## config.mk

```make
export PLATFORM = sky130hd
export DESIGN_NAME = pew_array
export DESIGN_NICKNAME = d
export VERILOG_FILES = /design/src/rtl/pew_array.sv
export SDC_FILE = /design/constraint.sdc
export NUM_CORES = 1
export LEC_CHECK = 0
export CAP_MARGIN = 20
export CORE_UTILIZATION = 38
export CTS_CLUSTER_DIAMETER = 100
export DETAILED_ROUTE_END_ITERATION = 8
export PLACE_DENSITY = 0.62
export SETUP_SLACK_MARGIN = 0.05
export SLEW_MARGIN = 25
export SYNTH_ARGS = -nofsm -noshare
export SYNTH_HDL_FRONTEND = slang
export SYNTH_SLANG_ARGS = --single-unit
```

## constraint.sdc

```tcl
create_clock -name clk -period 2.5 [get_ports clk]
set_clock_uncertainty 0.2 [all_clocks]
set_input_delay 0.5 -clock clk [delete_from_list [all_inputs] [get_ports clk]]
set_output_delay 0.5 -clock clk [all_outputs]
set_load 0.01 [all_outputs]
```

## src/rtl/pew_array.sv

```systemverilog
//==============================================================================
// Module   : pew_array
// Brief    : Per-channel debounced trigger to fixed-width pulse burst + cooldown.
// Revision : 1.0
//==============================================================================
`default_nettype none

module pew_array #(
    parameter int CHANNELS        = 2,
    parameter int DEBOUNCE_CYCLES = 1000,
    parameter int PULSE_CYCLES    = 500,
    parameter int GAP_CYCLES      = 500,
    parameter int BURST           = 3,
    parameter int COOLDOWN_CYCLES = 10000
) (
    input  logic                  clk,
    input  logic                  rst_n,
    input  logic                  en,
    input  logic [CHANNELS-1:0]   trigger,
    output logic [CHANNELS-1:0]   pew,
    output logic [CHANNELS-1:0]   busy,
    output logic [4*CHANNELS-1:0] status
);

    localparam int c_TMAX_PG = (PULSE_CYCLES > GAP_CYCLES) ? PULSE_CYCLES : GAP_CYCLES;
    localparam int c_TMAX    = (c_TMAX_PG > COOLDOWN_CYCLES) ? c_TMAX_PG : COOLDOWN_CYCLES;
    localparam int c_DW      = $clog2(DEBOUNCE_CYCLES + 1);
    localparam int c_TW      = $clog2(c_TMAX + 1);
    localparam int c_BW      = $clog2(BURST + 1);

    localparam logic [c_DW-1:0] c_DEB_LAST   = c_DW'(DEBOUNCE_CYCLES - 1);
    localparam logic [c_TW-1:0] c_PULSE_LAST = c_TW'(PULSE_CYCLES - 1);
    localparam logic [c_TW-1:0] c_GAP_LAST   = c_TW'(GAP_CYCLES - 1);
    localparam logic [c_TW-1:0] c_COOL_LAST  = c_TW'(COOLDOWN_CYCLES - 1);
    localparam logic [c_BW-1:0] c_BURST_LAST = c_BW'(BURST - 1);

    typedef enum logic [1:0] {
        S_IDLE  = 2'd0,
        S_PULSE = 2'd1,
        S_GAP   = 2'd2,
        S_COOL  = 2'd3
    } state_t;

    for (genvar g = 0; g < CHANNELS; g++) begin : g_ch
        logic            r_sync1;
        logic            r_sync2;
        logic            r_deb;
        logic            r_deb_q;
        logic [c_DW-1:0] r_deb_cnt;
        state_t          r_state;
        logic [c_TW-1:0] r_timer;
        logic [c_BW-1:0] r_pulses;
        logic            r_pew;
        logic            r_busy;
        logic [3:0]      r_status;
        logic            w_start;

        // deb only follows sync after DEBOUNCE_CYCLES consecutive disagreeing cycles
        always_ff @(posedge clk or negedge rst_n) begin
            if (!rst_n) begin
                r_sync1   <= 1'b0;
                r_sync2   <= 1'b0;
                r_deb     <= 1'b0;
                r_deb_q   <= 1'b0;
                r_deb_cnt <= '0;
            end else begin
                r_sync1 <= trigger[g];
                r_sync2 <= r_sync1;
                r_deb_q <= r_deb;
                if (r_sync2 == r_deb) begin
                    r_deb_cnt <= '0;
                end else if (r_deb_cnt == c_DEB_LAST) begin
                    r_deb     <= r_sync2;
                    r_deb_cnt <= '0;
                end else begin
                    r_deb_cnt <= r_deb_cnt + c_DW'(1);
                end
            end
        end

        assign w_start = r_deb & ~r_deb_q;

        always_ff @(posedge clk or negedge rst_n) begin
            if (!rst_n) begin
                r_state  <= S_IDLE;
                r_timer  <= '0;
                r_pulses <= '0;
                r_pew    <= 1'b0;
                r_busy   <= 1'b0;
                r_status <= 4'd0;
            end else begin
                case (r_state)
                    S_IDLE: begin
                        if (w_start && en) begin
                            r_state  <= S_PULSE;
                            r_timer  <= '0;
                            r_pulses <= '0;
                            r_pew    <= 1'b1;
                            r_busy   <= 1'b1;
                        end
                    end
                    S_PULSE: begin
                        if (r_timer == c_PULSE_LAST) begin
                            r_timer <= '0;
                            r_pew   <= 1'b0;
                            if (r_pulses == c_BURST_LAST) begin
                                r_state  <= S_COOL;
                                r_status <= r_status + 4'd1;
                            end else begin
                                r_state  <= S_GAP;
                                r_pulses <= r_pulses + c_BW'(1);
                            end
                        end else begin
                            r_timer <= r_timer + c_TW'(1);
                        end
                    end
                    S_GAP: begin
                        if (r_timer == c_GAP_LAST) begin
                            r_timer <= '0;
                            r_state <= S_PULSE;
                            r_pew   <= 1'b1;
                        end else begin
                            r_timer <= r_timer + c_TW'(1);
                        end
                    end
                    S_COOL: begin
                        if (r_timer == c_COOL_LAST) begin
                            r_timer <= '0;
                            r_state <= S_IDLE;
                            r_busy  <= 1'b0;
                        end else begin
                            r_timer <= r_timer + c_TW'(1);
                        end
                    end
                    default: begin
                        r_state <= S_IDLE;
                        r_timer <= '0;
                        r_pew   <= 1'b0;
                        r_busy  <= 1'b0;
                    end
                endcase
            end
        end

        assign pew[g]          = r_pew;
        assign busy[g]         = r_busy;
        assign status[4*g +: 4] = r_status;
    end

endmodule

`default_nettype wire

```

After elaboration in Yosys (flattened, before gate mapping)
Cells that the tools add are included.

Add/sub/neg operators: 8. Eq/ne operators: 26. Multiplexer cells: 44. Bitwise operators: 6. Reductions and logical operators: 24.

Operator list (number): $mux 14 (6); $pmux 14 s3 (2); $mux 10 (4); $add 14x1->14 const B (2); $eq 14x14->1 const B (2); $eq 14x9->1 const B (2); $mux 2 (14); $reduce_and 4->1 (6); $add 10x1->10 const B (2); $eq 10x10->1 const B (2); $ne 2x2->1 const B (10); $pmux 2 s4 (2); $eq 2x2->1 const B (6); $reduce_and 3->1 (4); $mux 1 (10); $add 4x1->4 const B (2); $pmux 2 s2 (2); $reduce_bool 2->1 (4); $pmux 1 s3 (2); $reduce_bool 3->1 (2); $add 2x1->2 const B (2); $eq 2x1->1 const B (2); $logic_not 2->1 (2); $not 1->1 (4); other kinds (6) (12).

Bits in registers: 76. Output and inout bits: 12.

Logic depth before layout (Yosys ltp)
Gate-level depths: netlist of the first run.

Depth in word-level cells: 5. Depth in mapped cells: 8. Depth with buffers taken out: 6.

Least setup slack after synthesis of the first run
OpenSTA, ideal clock, no wires.

Path kind: register -> register. From: register g_ch[1].r_timer[0]. To: register g_ch[1].r_status[1]. Arrival: 2.138 ns. Data required time: 2.175 ns. Path slack: 0.037 ns. Cell stages (with the launch flop): 7. Period minus slack after synthesis: 2.463 ns. Path through: dfrtp_1 ha_1 or4b_1 or4_4 buf_6 nor2_1 mux2_2.

Word-level cells in the longest chain between the ends: 2.

Ends and longest elaborated chain: from (decl) (line 51) `logic [c_TW-1:0] r_timer;`; from (signal assigned) (line 114) `r_timer <= r_timer + c_TW'(1);`; from (signal assigned) (line 123) `r_timer <= r_timer + c_TW'(1);`; from (signal assigned) (line 132) `r_timer <= r_timer + c_TW'(1);`; $eq 14x9->1 (line 103) `if (r_timer == c_PULSE_LAST) begin`; $reduce_and 3->1 (no line); to (signal assigned) (line 108) `r_status <= r_status + 4'd1;`; to (decl) (line 55) `logic [3:0] r_status;`.

No other way between the ends. A chain may end at the register's enable or synchronous reset.

Final worst setup path of the first run
From: register g_ch[1].r_timer[3]. To: register g_ch[1].r_pulses[0].

Word-level cells in the longest chain between the ends: 3.

Ends and longest elaborated chain: $eq 14x9->1 (line 103); $ne 2x2->1 (no line); $reduce_and 4->1 (no line); to (signal assigned) (line 111) `r_pulses <= r_pulses + c_BW'(1);`; to (decl) (line 52) `logic [c_BW-1:0] r_pulses;`.

No other way between the ends.

==> results.py, run 1 <==
metrics = {
    "global_routing": {
        "grt_max_degree": 41,
        "grt_pass1_wl_um": 13000,
        "grt_pass1_vias": 2781,
        "grtUsageTotal_pct": 15.87,
        "antenna_found_initial": 0,
        "overflow": 0,
    },
    "cells_and_area": {
        "antenna_cells": 0,
        "design_area_mm2": 0.004736,
        "area_growth_pct": 21.74,
        "nets": 462,
        "drive_gt1_share_pct": 16.44,
    },
    "timing": {
        "finalSetupViolations": 0,
        "maxSlewViolCount": 0,
        "fin_crit_sh_pct": 97.91,
        "worstMarginPinSlew_ns": 0.5086,
        "fmax_mhz": 408.5,
        "fin_crit_ns": 2.448,
        "worst_hold_slack_ns": 0.1500,
        "hold_viol": 0,
        "slew_headroom_pct": 66.09,
        "rsz0062_at_grt": "true",
        "worst_slack_ns": 0.05228,
    },
    "outcome": {
        "status": "finished clean",
    },
    "worst_setup_path": {
        "required_ns": 2.58,
        "setup.worst_path.end_class": "flip-flop",
        "cp.arrival_ns": 2.53,
        "start_kind": "flip-flop",
        "critPathMaxStageDelay_ns": 0.52,
        "crit_type": "reg -> reg",
        "crit_slowest_cell": "or4_1",
        "cp_cell_sequence": "or4_1 > or4_4 > buf_6 > or4_1 > nand2_1 > a22o_1",
        "worstPathMaxFanout": 10,
        "cpMostUsedCell": "or4_1",
    },
    "yosys": {
        "avgSynthCellArea_um2": 10.05,
        "synth_edf_count": 0,
        "synth_area_leader_cell": "dfrtp_1",
        "synthDominantCellAreaShare_pct": 48.89,
        "ys.warnings.count": 0,
        "ys.flop_type": "dfrtp_1",
        "yosysSeqAreaShare_pct": 48.89,
        "synth_commonest_cells": "dfrtp_1 (76), nor2_1 (39), nand2_1 (33)",
        "synth-seq-cells": 76,
        "synth_cells": 387,
        "synth_area_leaders": "dfrtp_1 (49%), ha_1 (5.5%), xnor2_1 (5.2%)",
        "synth.distinct_cells": 49,
        "synthArstFlopShare_pct": 100.0,
        "synth_fp_nets": 409,
        "yosysMostFrequentCell": "dfrtp_1",
        "syn_area_mm2": 0.003890,
    },
    "route": {
        "ant_nets": 0,
        "via_count": 2995,
        "drc_errors": 0,
        "wl_per_cell_um": 13.28,
        "drt_pre_antenna_iters": 4,
        "drt-initial-drc-count": 98,
        "drt-total-wl_um": 7661,
        "routed_via_density": 5.191,
    },
    "die": {
        "core-area_mm2": 0.009864,
        "initial_utilization_pct": 39.43,
        "die_w_um": 103.2,
        "die-area_mm2": 0.01065,
        "io_pins": 17,
        "row_count": 36,
        "die_y_um": 103.2,
    },
    "placed_design": {
        "port_buffers": 16,
        "dpl_cell_area_mm2": 0.004428,
        "gp_congestion": 0.8620,
        "dp_slack_ns": 0.01116,
        "post-dp-hpwl_um": 5275,
    },
    "clocking": {
        "ctsHtreeMaxLevel": 3,
        "clkTransAtPathRegs_ns": 0.08,
        "cts-root-buf": "clkbuf_8",
        "cts_made_buffers": 9,
        "cts.sinks": 76,
        "clockBufferDepth": 2,
        "cts_tree": "yes",
        "clock_latency_ns": 0.34,
    },
    "pwr": {
        "peakVddDrop_mv": 0.3096,
        "p_leak_nw": 2.103,
        "power.density_mw_per_mm2": 494.7,
        "p_total_w": 0.002343,
    },
    "job": {
        "maxCapViolations": 0,
    },
    "min_path": {
        "hp-class": "reg -> reg",
    },
}
cell usage in the layout, fill, tap and decap left out, drive strengths merged, types with 10 or more instances in the layout:
master and n:
dfrtp 76, nor2 39, buf 39, nand2 33
o21ai 24, xnor2 23, ha 17, a21oi 15
clkdlybuf4s50 15, nand3 14, inv 12, a22o 12
nor3 11, clkbuf 11, and3 10
sequential cells by signal, indices dropped and copies added (netlist names):
name,flops
g_ch.r_deb_q,2
g_ch.r_state,4
g_ch.r_sync1,2
g_ch.r_busy,2
g_ch.r_status,8
g_ch.r_pulses,4
g_ch.r_sync2,2
g_ch.r_pew,2
g_ch.r_deb_cnt,20
g_ch.r_timer,28
g_ch.r_deb,2
critical path: cells and delay by family, from the launching register on:
| family | cells | cell delay, ns |
|---|---|---|
| flip-flops | 1 | 0.38 |
| buffers and inverters | 1 | 0.16 |
| AND/OR/NAND/NOR | 4 | 1.51 |
| AO/OA/AOI/OAI | 1 | 0.13 |
logic make-up after synthesis:
logic type               count (synthesis)  share of synthesized area [%]
AO/OA/AOI/OAI                           78                          13.28
multiplexers                             7                          1.930
flip-flops                              76                          48.89
XOR/XNOR                                31                          6.980
buffers and inverters                   25                          3.120
adder cells (fa/ha/maj)                 17                          5.468
AND/OR/NAND/NOR                        153                          20.33
per-layer routing:
metal	part of all wire, %	GRT usage (%)	vias to the layer above
met2	48	25.03	53
met3	3.4	3.696	5
met4	0.63	5.525	0
met1	48	21.51	1443
met5	0	0	-
li1	-	-	1494
report_power, final:
group,switching (W),internal (W),leakage (nW)
Combinational,0.0000359,0.0000179,1.03
Sequential,0.00000739,0.00124,0.960
Clock,0.000433,0.000610,0.111
path summary, 6_finish.rpt:
kind / cells past startpoint / start / slack (ns) / endpoint
max: 6 / g_ch[1].r_timer[3] / 0.05 / g_ch[1].r_pulses[0]
min: 0 / g_ch[0].r_sync1 / 0.15 / g_ch[0].r_sync2
max reg2reg: 6 / g_ch[1].r_timer[3] / 0.05 / g_ch[1].r_pulses[0]
min reg2reg: 0 / g_ch[0].r_sync1 / 0.15 / g_ch[0].r_sync2
max in group asynchronous: 3 / rst_n / 1.04 / g_ch[0].r_timer[10]
min in group asynchronous: 2 / rst_n / 0.47 / g_ch[1].r_timer[5]
final cells by class:
type | count | area [um^2]
inverter | 12 | 45.04
fill | 914 | 5129
tap | 133 | 166.4
timing repair buffer | 55 | 486.7
multi-input combinational | 286 | 1912
clock inverter | 4 | 72.57
clock buffer | 11 | 151.4
sequential | 76 | 1902
metrics by stage:
stage / TNS (ns) / instances / util [%]
after global placement: 0 / 558 / 44.89
after floorplan: 0 / 387 / -
after global routing: -0.05765 / 577 / 48.01
after detailed placement: 0 / 558 / 44.89
final: 0 / 577 / 48.01
after CTS: 0 / 574 / 47.34
what timing repair did:
action | CTS | global route
setup endpoints to repair | 3 | 31
resized for setup | 2 | 11
hold endpoints to repair | 36 | 0
pin swaps | 0 | 1
hold buffers | 1 | 0
buffers inserted | 0 | 2
cloned | 0 | 1
Power figures use the tool's default switching activity.
==> run 2, diff against run 1 <==
--- a/config.mk
+++ b/config.mk
@@ -5,11 +5,11 @@
 export SDC_FILE = /design/constraint.sdc
 export NUM_CORES = 1
 export LEC_CHECK = 0
-export CAP_MARGIN = 20
-export CORE_UTILIZATION = 38
+export CAP_MARGIN = 5
+export CORE_UTILIZATION = 40
 export CTS_CLUSTER_DIAMETER = 100
 export DETAILED_ROUTE_END_ITERATION = 8
-export PLACE_DENSITY = 0.62
+export PLACE_DENSITY = 0.65
 export SETUP_SLACK_MARGIN = 0.05
 export SLEW_MARGIN = 25
 export SYNTH_ARGS = -nofsm -noshare
==> run 2 against run 1 <==
Clock power is essentially flat. Via count grew 1.1%. Fmax shrank 1.2%. Cell area grew 0.21%.
==> results.py, run 2 (same netlist as run 1, synthesis figures left out) <==
metrics = {
    "worst_setup_path": {
        "setup.worst_path.end_class": "flip-flop",
        "path_buf_inv": 2,
        "critPathMaxStageDelay_ns": 0.53,
        "cp_top_family": "simple AND/OR/NAND/NOR gates",
        "crit_slowest_cell": "or4_1",
        "start_kind": "flip-flop",
        "cp_cell_sequence": "or4_1 > or4_4 > a2bb2oi_2 > buf_6 > buf_4 > o21ai_0 > a21o_1",
        "crit_type": "reg -> reg",
        "worstPathMaxFanout": 5,
        "required_ns": 2.55,
        "cp.arrival_ns": 2.52,
    },
    "die": {
        "die_y_um": 100.6,
        "core-area_mm2": 0.009328,
        "die_w_um": 100.6,
        "io_pins": 17,
        "die-area_mm2": 0.01012,
        "initial_utilization_pct": 41.70,
        "row_count": 35,
    },
    "global_routing": {
        "grt_max_degree": 59,
        "grtUsageTotal_pct": 16.64,
        "antenna_found_initial": 0,
        "overflow": 0,
        "grt_pass1_vias": 2961,
        "grt_pass1_wl_um": 13360,
    },
    "timing": {
        "worstMarginPinSlew_ns": 0.4913,
        "finalSetupViolations": 0,
        "maxSlewViolCount": 0,
        "slew_headroom_pct": 67.05,
        "hold_viol": 0,
        "worst_slack_ns": 0.02219,
        "fin_crit_sh_pct": 99.11,
        "rsz0062_at_grt": "true",
        "finalSetupTns_ns": 0,
        "fin_crit_ns": 2.478,
        "fmax_mhz": 403.6,
    },
    "route": {
        "routed_via_density": 5.264,
        "drt_pre_antenna_iters": 4,
        "drt-initial-drc-count": 112,
        "drt-total-wl_um": 7693,
        "ant_nets": 0,
        "via_count": 3027,
        "wl_per_cell_um": 13.38,
        "drc_errors": 0,
    },
    "cells_and_area": {
        "antenna_cells": 0,
        "largestRegisters": "g_ch.r_timer: 28 flops, g_ch.r_deb_cnt: 20 flops, g_ch.r_status: 8 flops",
        "drive_gt1_share_pct": 18.39,
        "final_common_cell": "dfrtp_1",
        "regMostFlops": "g_ch.r_timer",
        "final_cell_mix": "dfrtp_1 (75), nor2_1 (35), buf_4 (35), nand2_1 (32), o21ai_0 (24)",
        "area_growth_pct": 22.00,
        "fillCellCount": 871,
        "nets": 464,
        "largest_reg_flops": 28,
        "final-instance-count-excl-fill": 575,
        "design_area_mm2": 0.004746,
    },
    "placed_design": {
        "gp_congestion": 0.8668,
        "post-dp-hpwl_um": 5247,
        "port_buffers": 16,
        "dp_slack_ns": -0.06324,
        "place_inst": 552,
        "dpl_cell_area_mm2": 0.004395,
    },
    "min_path": {
        "hp-class": "reg -> reg",
    },
    "clocking": {
        "cts.sinks": 76,
        "cts_made_buffers": 9,
        "clkTransAtPathRegs_ns": 0.08,
        "cts_tree": "yes",
        "clockBufferDepth": 2,
        "ctsHtreeMaxLevel": 3,
        "clock_latency_ns": 0.35,
        "cts-root-buf": "clkbuf_8",
    },
    "pwr": {
        "power.density_mw_per_mm2": 495.8,
        "p_leak_nw": 2.107,
        "peakVddDrop_mv": 0.3211,
    },
    "outcome": {
        "status": "finished clean",
    },
    "job": {
        "maxCapViolations": 0,
    },
}
-- run 2: layout make-up --
class	instances	area [um^2]	area share (%)
Sequential cell	76	1903	40.10
Timing Repair Buffer	57	486.7	10.26
Multi-Input combinational cell	286	1926	40.57
Inverter	12	45.04	0.9491
Clock inverter	4	72.57	1.529
Clock buffer	11	151.4	3.190
Tap cell	129	161.4	3.401
-- run 2: routing by layer --
layer / part of all wire, % / vias to the layer above / GRT usage [%]
li1: - / 1501 / -
met1: 49 / 1484 / 22.07
met2: 47 / 34 / 26.71
met3: 3.0 / 8 / 4.854
met4: 0.91 / 0 / 4.348
met5: 0 / - / 0
-- run 2: final timing paths --
kind / from / end / slack, ns / depth (start not counted)
min in group asynchronous: rst_n / g_ch[1].r_busy / 0.36 / 2
setup / recovery: g_ch[1].r_timer[3] / g_ch[1].r_timer[10] / 0.02 / 7
setup reg to reg: g_ch[1].r_timer[3] / g_ch[1].r_timer[10] / 0.02 / 7
hold reg to reg: g_ch[1].r_sync1 / g_ch[1].r_sync2 / 0.15 / 0
hold / removal: g_ch[1].r_sync1 / g_ch[1].r_sync2 / 0.15 / 0
max in group asynchronous: rst_n / g_ch[0].r_timer[1] / 1.14 / 3
-- run 2: what timing repair did --
| action | CTS | global route |
|---|---|---|
| hold buffers | 1 | 0 |
| resized for setup | 2 | 18 |
| cloned | 0 | 2 |
| endpoints found under the hold margin | 18 | 0 |
| pin swaps | 1 | 1 |
| setup buffers | 1 | 4 |
| endpoints found under the setup margin | 12 | 20 |
-- run 2: per-stage QoR --
| step | util (%) | total power [W] | hold WS (ns) |
|---|---|---|---|
| after global placement | 47.12 | 0.001325 | 0.1334 |
| after global routing | 50.88 | 0.002456 | 0.1670 |
| final | 50.88 | 0.002353 | 0.1511 |
| after CTS | 49.78 | 0.002389 | 0.1580 |
| after detailed placement | 47.12 | 0.001327 | 0.1387 |
| after floorplan | - | 0.001286 | 0.004409 |
-- run 2: report_power, final --
part	switching, W	leakage [nW]	total, W	internal (W)
Combinational	0.0000355	1.04	0.0000535	0.0000180
Clock	0.000443	0.111	0.00105	0.000609
Sequential	0.00000752	0.960	0.00125	0.00124
==> run 3, diff against run 2 <==
--- a/config.mk
+++ b/config.mk
@@ -9,7 +9,8 @@
 export CORE_UTILIZATION = 40
 export CTS_CLUSTER_DIAMETER = 100
 export DETAILED_ROUTE_END_ITERATION = 8
-export PLACE_DENSITY = 0.65
+export DONT_BUFFER_PORTS = 1
+export PLACE_DENSITY = 0.62
 export SETUP_SLACK_MARGIN = 0.05
 export SLEW_MARGIN = 25
 export SYNTH_ARGS = -nofsm -noshare
==> run 3 against run 2 <==
Global-route usage fell by 0.77 points. Die area stayed put. Sequential share of layout area grew 1.9 points. First-iteration DRC count rose by 43%. Combinational power fell by 4.3%. Setup slack improved by 0.014 ns. Utilization down 2.4 points. Sequential power hardly changed.
==> results.py, run 3 (same netlist as run 1, synthesis figures left out) <==
metrics = {
    "clocking": {
        "cts_made_buffers": 9,
        "clockBufferDepth": 2,
        "cts.sinks": 76,
        "clkTransAtPathRegs_ns": 0.08,
        "cts_tree": "yes",
        "cts-root-buf": "clkbuf_8",
        "ctsHtreeMaxLevel": 3,
        "clock_latency_ns": 0.36,
    },
    "route": {
        "wl_met2_um": 3370,
        "wl_per_cell_um": 13.77,
        "wl_met3_um": 370,
        "drc_errors": 0,
        "drt-total-wl_um": 7613,
        "via_count": 2890,
        "m1WireLength_um": 3836,
        "highest_layer": "met4",
        "drt_pre_antenna_iters": 4,
        "drt-initial-drc-count": 160,
        "ant_nets": 0,
        "routed_via_density": 5.226,
    },
    "cells_and_area": {
        "largestRegisters": "g_ch.r_timer: 28 flops, g_ch.r_deb_cnt: 20 flops, g_ch.r_status: 8 flops",
        "drive_gt1_share_pct": 15.80,
        "regMostFlops": "g_ch.r_timer",
        "nets": 441,
        "antenna_cells": 0,
        "area_growth_pct": 16.28,
        "final_common_cell": "dfrtp_1",
        "largest_reg_flops": 28,
        "design_area_mm2": 0.004523,
        "final_cell_mix": "dfrtp_1 (76), nor2_1 (36), nand2_1 (33), buf_4 (26), o21ai_0 (24)",
        "multiInputGateArea_mm2": 0.001936,
        "register_area_mm2": 0.001902,
        "fillCellCount": 866,
    },
    "timing": {
        "rsz0062_at_grt": "true",
        "worstMarginPinSlew_ns": 0.5494,
        "slew_headroom_pct": 62.97,
        "fmax_mhz": 405.8,
        "finalSetupTns_ns": 0,
        "maxSlewViolCount": 0,
        "finalSetupViolations": 0,
        "fin_crit_sh_pct": 98.57,
        "fin_crit_ns": 2.464,
        "hold_viol": 0,
    },
    "worst_setup_path": {
        "startpoint": "g_ch[1].r_timer[3]",
        "cp_top_family": "simple AND/OR/NAND/NOR gates",
        "start_kind": "flip-flop",
        "setup.worst_path.end_class": "flip-flop",
        "cp.depth": 6,
        "rr_startpoint": "g_ch[1].r_timer[3]",
        "cp.arrival_ns": 2.56,
        "critPathMaxStageDelay_ns": 0.53,
        "reg2reg_depth": 6,
        "cpMostUsedCell": "or4_4",
        "crit_slowest_cell": "or4_4",
        "reg2reg_slack_ns": 0.04,
        "crit_type": "reg -> reg",
        "worstPathMaxFanout": 10,
        "cp_cell_sequence": "or4_4 > or4_4 > buf_6 > or4_1 > nand2_1 > a22o_1",
        "required_ns": 2.60,
        "path_buf_inv": 1,
    },
    "min_path": {
        "hp-class": "reg -> reg",
        "hold_depth": 0,
        "min_from": "g_ch[0].r_sync1",
    },
    "global_routing": {
        "antenna_found_initial": 0,
        "overflow": 0,
        "grtUsageTotal_pct": 15.88,
        "grt_max_degree": 77,
        "grt_pass1_vias": 2687,
        "grt_pass1_wl_um": 12610,
    },
    "pwr": {
        "pwr-share-clk_pct": 42.2,
        "p_leak_nw": 1.995,
        "peakVddDrop_mv": 0.2742,
        "p_sw_w": 0.0005242,
        "intPower_w": 0.001721,
        "sequentialPowerShare_pct": 55.5,
        "p_comb_share_pct": 2.3,
        "switching_share_pct": 23.35,
        "power.density_mw_per_mm2": 496.3,
    },
    "placed_design": {
        "post-dp-hpwl_um": 4984,
        "port_buffers": 0,
        "gp_congestion": 0.7985,
        "dpl_cell_area_mm2": 0.004173,
    },
    "die": {
        "core-area_mm2": 0.009328,
        "die-area_mm2": 0.01012,
        "die_y_um": 100.6,
        "initial_utilization_pct": 41.70,
        "die_w_um": 100.6,
        "row_count": 35,
        "io_pins": 17,
    },
    "job": {
        "maxCapViolations": 0,
    },
    "outcome": {
        "status": "finished clean",
    },
}
## run 3: changes by cell type in the layout (fill, tap and decap cells not counted), moves of 2 or more
cell	before	now
clkbuf_8	11	9
clkinvlp_4	1	3
inv_6	0	2
buf_4	35	26
clkdlybuf4s50_1	15	0
dlygate4sd3_1	1	3
## run 3: worst paths after layout
path / end
setup / recovery: g_ch[1].r_pulses[0]
hold / removal: g_ch[0].r_sync2
setup reg to reg: g_ch[1].r_pulses[0]
hold reg to reg: g_ch[0].r_sync2
max in group asynchronous: g_ch[0].r_deb_cnt[3]
min in group asynchronous: g_ch[1].r_timer[9]
## run 3: routing by layer
metal  vias up  GRT usage [%]
met5         -              0
met4         0          4.013
met1      1381          21.21
met2        52          24.60
met3         4          5.617
li1       1453              -
## run 3: cell type report
cell class	count	share of cell area, %
Clock buffer	9	2.739
Clock inverter	7	1.660
Inverter	12	0.9959
Multi-Input combinational cell	287	42.79
Sequential cell	76	42.05
Tap cell	129	3.568
Timing Repair Buffer	33	6.196
## run 3: what timing repair did
action,CTS,global route
endpoints found under the hold margin,78,76
endpoints found under the setup margin,24,18
gates resized for setup,5,9
pin swaps,0,2
cloned,0,2
setup buffers,2,0
hold buffers,2,2
## run 3: metrics by stage
stage	worst slack, ns	total power [W]	utilization [%]	hold WS [ns]	instances
finish	0.03587	0.002245	48.49	0.1577	553
global route	-0.0004845	0.002352	48.49	0.1632	553
CTS	0.04005	0.002250	47.57	-0.3851	549
detailed placement	-0.03232	0.001291	44.74	0.007179	529
global placement	0.01292	0.001290	44.74	0.006859	529
floorplan	0.06038	0.001286	-	0.004409	387
## run 3: power groups by stage
stage,clock (W),combinational (W),sequential [W]
global route,0.00104,0.0000610,0.00125
CTS,0.000982,0.0000222,0.00125
detailed placement,0,0.0000199,0.00127
floorplan,0,0.0000161,0.00127
finish,0.000948,0.0000512,0.00125
global placement,0,0.0000191,0.00127
## run 3: worst register-to-register path: stages, from the launching register on
cell and delay [ns]:
dfrtp_1 0.39, or4_4 0.53, or4_4 0.51, buf_6 0.16
or4_1 0.40, nand2_1 0.08, a22o_1 0.14
